$ cat src/rtl/int_gateway.sv
// -----------------------------------------------------------------------------
// int_gateway
//
// Interrupt gateway and pending array. Each of the NSRC sources gets its own
// input synchronizer, level/edge qualification, saturating edge counter and a
// claim/complete handshake. A source that has been claimed cannot pend again
// until its handler completes.
//
// Parameters
//   NSRC         number of interrupt sources (IDs 1..NSRC, ID 0 = none)
//   IDW          width of claim/complete IDs
//   SYNC_STAGES  synchronizer depth (>= 2)
//   ECNT_W       edge counter width, saturates at 2**ECNT_W-1
//
// Ports
//   clk           system clock
//   rstn          asynchronous active-low reset
//   src_irq       raw asynchronous interrupt lines
//   src_mode      per-source mode: 1 = rising edge, 0 = level high
//   claim_vld     one-cycle claim strobe
//   claim_id      ID being claimed
//   complete_vld  one-cycle completion strobe
//   complete_id   ID being completed
//   pending       registered pending bits (bit ID-1)
//   inflight      registered claimed-not-completed bits (bit ID-1)
//   irq_any       OR of pending
// -----------------------------------------------------------------------------
module int_gateway #(
    parameter int NSRC        = 8,
    parameter int IDW         = $clog2(NSRC + 1),
    parameter int SYNC_STAGES = 2,
    parameter int ECNT_W      = 2
) (
    input  logic            clk,
    input  logic            rstn,
    input  logic [NSRC-1:0] src_irq,
    input  logic [NSRC-1:0] src_mode,
    input  logic            claim_vld,
    input  logic [IDW-1:0]  claim_id,
    input  logic            complete_vld,
    input  logic [IDW-1:0]  complete_id,
    output logic [NSRC-1:0] pending,
    output logic [NSRC-1:0] inflight,
    output logic            irq_any
);

    // Encoding chosen so that pending and inflight are taken straight from
    // state flops: bit 0 is PEND, bit 1 is INFL.
    typedef enum logic [1:0] {
        IDLE = 2'b00,
        PEND = 2'b01,
        INFL = 2'b10
    } gw_state_e;

    localparam logic [ECNT_W-1:0] CNT_MAX = '1;

    for (genvar i = 0; i < NSRC; i++) begin : g_src
        localparam logic [IDW-1:0] OWN_ID = IDW'(i + 1);

        logic [SYNC_STAGES-1:0] sync_q;
        logic                   s;
        logic                   p_q;
        logic                   rise;
        logic                   claim_hit;
        logic                   complete_hit;
        logic [ECNT_W-1:0]      cnt_q;
        logic [ECNT_W-1:0]      cnt_sat;
        logic [ECNT_W-1:0]      cnt_d;
        gw_state_e              state_q;
        gw_state_e              state_d;

        // NOTE: sequential state uses non-blocking assignments only, so every
        // flop samples the pre-edge value of every other flop.
        always_ff @(posedge clk or negedge rstn) begin
            if (!rstn) begin
                sync_q  <= '0;
                p_q     <= 1'b0;
                cnt_q   <= '0;
                state_q <= IDLE;
            end else begin
                sync_q  <= {sync_q[SYNC_STAGES-2:0], src_irq[i]};
                p_q     <= s;
                cnt_q   <= cnt_d;
                state_q <= state_d;
            end
        end

        assign s    = sync_q[SYNC_STAGES-1];
        // p resets low, so an edge line already high at reset release is
        // seen as one rising edge.
        assign rise = s & ~p_q;

        assign claim_hit    = claim_vld    && (claim_id    == OWN_ID);
        assign complete_hit = complete_vld && (complete_id == OWN_ID);

        // Edge count including this cycle's rise, saturating without wrap.
        assign cnt_sat = (rise && (cnt_q != CNT_MAX)) ? cnt_q + 1'b1 : cnt_q;

        // NOTE: every output of this block is given a default first, so no
        // path leaves a signal unassigned and no latch is inferred.
        always_comb begin
            state_d = state_q;
            cnt_d   = cnt_sat;
            unique case (state_q)
                IDLE: begin
                    if (src_mode[i]) begin
                        // One stored or fresh edge is consumed by this pend.
                        if (cnt_sat != '0) begin
                            state_d = PEND;
                            cnt_d   = cnt_sat - 1'b1;
                        end
                    end else if (s) begin
                        state_d = PEND;
                    end
                end
                PEND: begin
                    // A level line falling here does not withdraw the request.
                    if (claim_hit) state_d = INFL;
                end
                INFL: begin
                    if (complete_hit) state_d = IDLE;
                end
                default: state_d = IDLE;
            endcase
            // Level sources never accumulate edges.
            if (!src_mode[i]) cnt_d = '0;
        end

        assign pending[i]  = state_q[0];
        assign inflight[i] = state_q[1];
    end : g_src

    assign irq_any = |pending;

endmodule : int_gateway

$ cat config.mk
export PLATFORM = sky130hd
export DESIGN_NAME = int_gateway
export DESIGN_NICKNAME = d
export VERILOG_FILES = /design/src/rtl/int_gateway.sv
export SDC_FILE = /design/constraint.sdc
export NUM_CORES = 1
export LEC_CHECK = 0
export CORE_ASPECT_RATIO = 1.5
export CORE_MARGIN = 1
export CORE_UTILIZATION = 54
export CTS_CLUSTER_DIAMETER = 150
export DETAILED_ROUTE_END_ITERATION = 7
export PLACE_DENSITY = 0.9
export SLEW_MARGIN = 20
export SYNTH_ARGS = -nofsm -noshare
export SYNTH_HDL_FRONTEND = slang
export SYNTH_SLANG_ARGS = --single-unit
$ cat constraint.sdc
create_clock -name clk -period 1.86 [get_ports clk]
set_input_delay 0.372 -clock clk [delete_from_list [all_inputs] [get_ports clk]]
set_output_delay 0.372 -clock clk [all_outputs]
set_load 0.02 [all_outputs]
==> run_results.csv <==
group,metric,value,unit
die,die_h,94.2,µm
detailed_routing,drt-total-wl,6550,µm
clock_tree,worstSkewPairLatency,300,ps
placement,hpwl,4890,µm
detailed_routing,ant_nets,0,
die,ioPinCount,45,
global_routing,globalRoute.busiestLayer,"met2",
outcome,outcome,"finished, final reports clean",
synth,synth_nets,317,
synth,ys_ff_latch,56,
synth,syn_inst,281,
setup_path,cp_cell_sequence,"nor4_1, nand2_1, dlygate4sd2_1",
synth,synth.distinct_cells,31,
die,die_w,63.5,µm
setup_path,setup.worst_path.end_class,"output pin",
global_routing,grt_pass1_vias,2494,
setup_path,critPathArrivalTime,1440,ps
clock_tree,cts.sinks,56,
timing,tightestPinTransition,475,ps
clock_tree,cts-buffers-inserted,5,
detailed_routing,drtIter0Drc,170,
pwr,power,2.58,mW
detailed_routing,drcViolationCount,0,
run,maxCapViolCount,0,
setup_path,cp_slowest_cell,"dfrtp_1",
die,start_util,56.2,%
clock_tree,htree_levels,2,
layout,fillers,410,
global_routing,grt_use_met2,44.3,%
synth,ys_warn_count,0,
timing,max_freq,0.552,GHz
synth,synth_area_per_cell,10.9,µm²
die,core,5450,µm²
global_routing,grt_antenna_before_repair,0,
min_path,min_path_type,"input pin to asynchronous set/reset pin",
setup_path,critPathKind,"flip-flop to output pin",
detailed_routing,firstDrtPassIters,4,
detailed_routing,detail_route.wl_per_cell,15.7,µm
placement,finalWeightedCongestion,0.820,
layout,nNetsFinal,383,
detailed_routing,dr_total_vias,2490,
global_routing,grt_pass1_wl,11300,µm
global_routing,grt_max_degree,57,
clock_tree,cts_tree,"yes",
placement,pre_cts_ws,124,ps
setup_path,max_stage_delay,410,ps
detailed_routing,via_per_inst,5.97,
pwr,p_leak,1.74,nW
layout,seqCellArea,1410,µm²
clock_tree,cts-root-buf,"clkbuf_8",
timing,report.final.slew_viol_count,0,
setup_path,path_delay_family,"flip-flops",
die,die_area,5980,µm²
setup_path,start_kind,"flip-flop",
clock_tree,clk_pin_slew,90,ps
pwr,power_density,679,nW/µm²
layout,drive_above_1_share,14.4,%
timing,rsz0062_at_grt,"yes",
timing,setup_viol,0,
timing,fin_ws,47.3,ps
setup_path,cp_max_fo,2,
timing,hold_viol_final,0,
timing,skew,6.20,ps
global_routing,grt_overflow,0,
layout,antennaDiodeCount,0,
setup_path,cp.required,1490,ps
global_routing,grtUsageTotal,24.2,%
layout,final_util,69.7,%
timing,hold_ws,47.7,ps
synth,synth_area,3060,µm²
global_routing,grt.met3_usage,4.00,%
synth,yosysSeqAreaShare,45.8,%
layout,multi_input_area,1500,µm²
global_routing,use_met1,27.4,%
layout,area_delta_synth_final,23.9,%
timing,min_period_over_period,97.5,%
placement,io_buffers,44,
timing,fin_crit,1810,ps
timing,slew_headroom,68.2,%
die,core.rowCount,33,
setup_path,worst-path-buf-inv,1,
clock_tree,clk_path_buf_depth,2,
pwr,vdd_drop_max,0.000450,V
==> path summary, 6_finish.rpt <==
| check | startpoint | to | slack (ps) | depth (start not counted) |
|---|---|---|---|---|
| max | g_src[0].state_q[0] | irq_any | 50 | 3 |
| min | rstn | g_src[0].sync_q[1] | 50 | 2 |
| max reg2reg | g_src[7].cnt_q[0] | g_src[7].state_q[0] | 190 | 4 |
| min reg2reg | g_src[5].sync_q[0] | g_src[5].sync_q[1] | 360 | 0 |
| max in group asynchronous | rstn | g_src[4].state_q[1] | 1530 | 2 |
| min in group clk | g_src[5].sync_q[0] | g_src[5].sync_q[1] | 360 | 0 |
==> metal layers <==
layer,vias to the layer above,wire [µm]
li1,1171,-
met1,1225,2500
met2,80,3660
met3,14,245
met4,0,151
met5,-,0
==> cells in the final DEF (no fill, tap or decap), types with 2 or more instances in the layout <==
cell and count:
dfrtp_1 53, clkdlybuf4s50_1 34, buf_4 23, inv_1 21
nor3b_1 18, nand2_1 18, nor2_1 17, mux2i_1 16
nor2b_1 10, o22ai_1 9, or2_1 8, nor3b_4 8
o31ai_1 8, o211a_1 8, o21a_1 8, mux2_2 8
nor3_1 8, a311o_1 8, a31oi_1 8, ha_1 8
dlymetal6s2s_1 8, nand3_1 5, clkbuf_8 5, o311ai_0 4
o21ai_0 4, a41o_1 3, dfrtp_2 3, nor4_1 2
and3_1 2, and3b_1 2, a311oi_1 2
==> cell families (layout without fill, tap and decap cells) <==
family / Yosys count / in the layout / share of synthesized area, %
AND/OR/NAND/NOR: 100 / 100 / 21.3
AO/OA/AOI/OAI: 63 / 63 / 16.2
flip-flops: 56 / 56 / 45.8
buffers and inverters: 30 / 96 / 5.27
multiplexers: 24 / 24 / 8.17
adder cells (fa/ha/maj): 8 / 8 / 3.27
==> Yosys cell counts, drive strengths merged <==
cell type / count / area share, %
mux2: 8 / 2.9
nand3b: 1 / 0.25
nor2: 17 / 2.1
buf: 9 / 2.7
nand2: 18 / 2.2
o31ai: 8 / 2.0
o311ai: 4 / 1.1
and3: 2 / 0.41
nor3: 8 / 1.3
mux2i: 16 / 5.2
o22ai: 9 / 1.8
nor3b: 26 / 9.3
a41o: 3 / 0.98
ha: 8 / 3.3
dfrtp: 56 / 46
o21a: 8 / 2.0
a211oi: 1 / 0.25
or2: 8 / 1.6
o21ai: 4 / 0.65
inv: 21 / 2.6
a311oi: 2 / 0.57
and3b: 2 / 0.57
a31oi: 8 / 1.6
nand3: 5 / 0.82
o211a: 8 / 2.6
a311o: 8 / 2.6
nor4b: 1 / 0.29
nor2b: 10 / 2.0
nor4: 2 / 0.41
==> metrics by stage <==
step | std cells | cell area, µm² | setup TNS (ps)
2_1_floorplan | 281 | 3060 | 0
3_3_place_gp | 410 | 3700 | 0
3_5_place_dp | 410 | 3700 | 0
4_1_cts | 417 | 3770 | 0
5_1_grt | 417 | 3800 | -29.4
6_report | 417 | 3800 | 0
==> worst reg2reg max path, delay by kind of cell (launching register included) <==
kind,cells,cell delay (ps)
AO/OA/AOI/OAI,1,200
adder cells (fa/ha/maj),1,250
flip-flops,1,450
multiplexers,1,380
AND/OR/NAND/NOR,1,310
==> state kept, by name, summed over array words and instances, names as in the netlist <==
| register | cells |
|---|---|
| g_src.cnt_q | 16 |
| g_src.state_q | 16 |
| g_src.sync_q | 16 |
| g_src.p_q | 8 |
==> timing repair <==
action | in CTS | in global routing
setup endpoints to repair | 1 | 12
hold endpoints to repair | 0 | 0
resized for setup | 1 | 11
setup buffers | 0 | 0
hold buffers | 0 | 0
==> cell type report <==
class,instances,area share (%)
Inverter,21,2.08
Clock inverter,1,0.132
Timing Repair Buffer,68,17.0
Clock buffer,6,1.91
Multi-Input combinational cell,195,39.5
Tap cell,70,2.31
Sequential cell,56,37.0
==> power breakdown <==
part	internal, mW	switching [mW]	leakage, nW	total, mW
registers	1.29	0.0729	0.680	1.36
clock network	0.257	0.359	0.0410	0.616
logic	0.302	0.296	1.02	0.598
total	1.85	0.728	1.74	2.58
(Power assumes the default switching activity.)
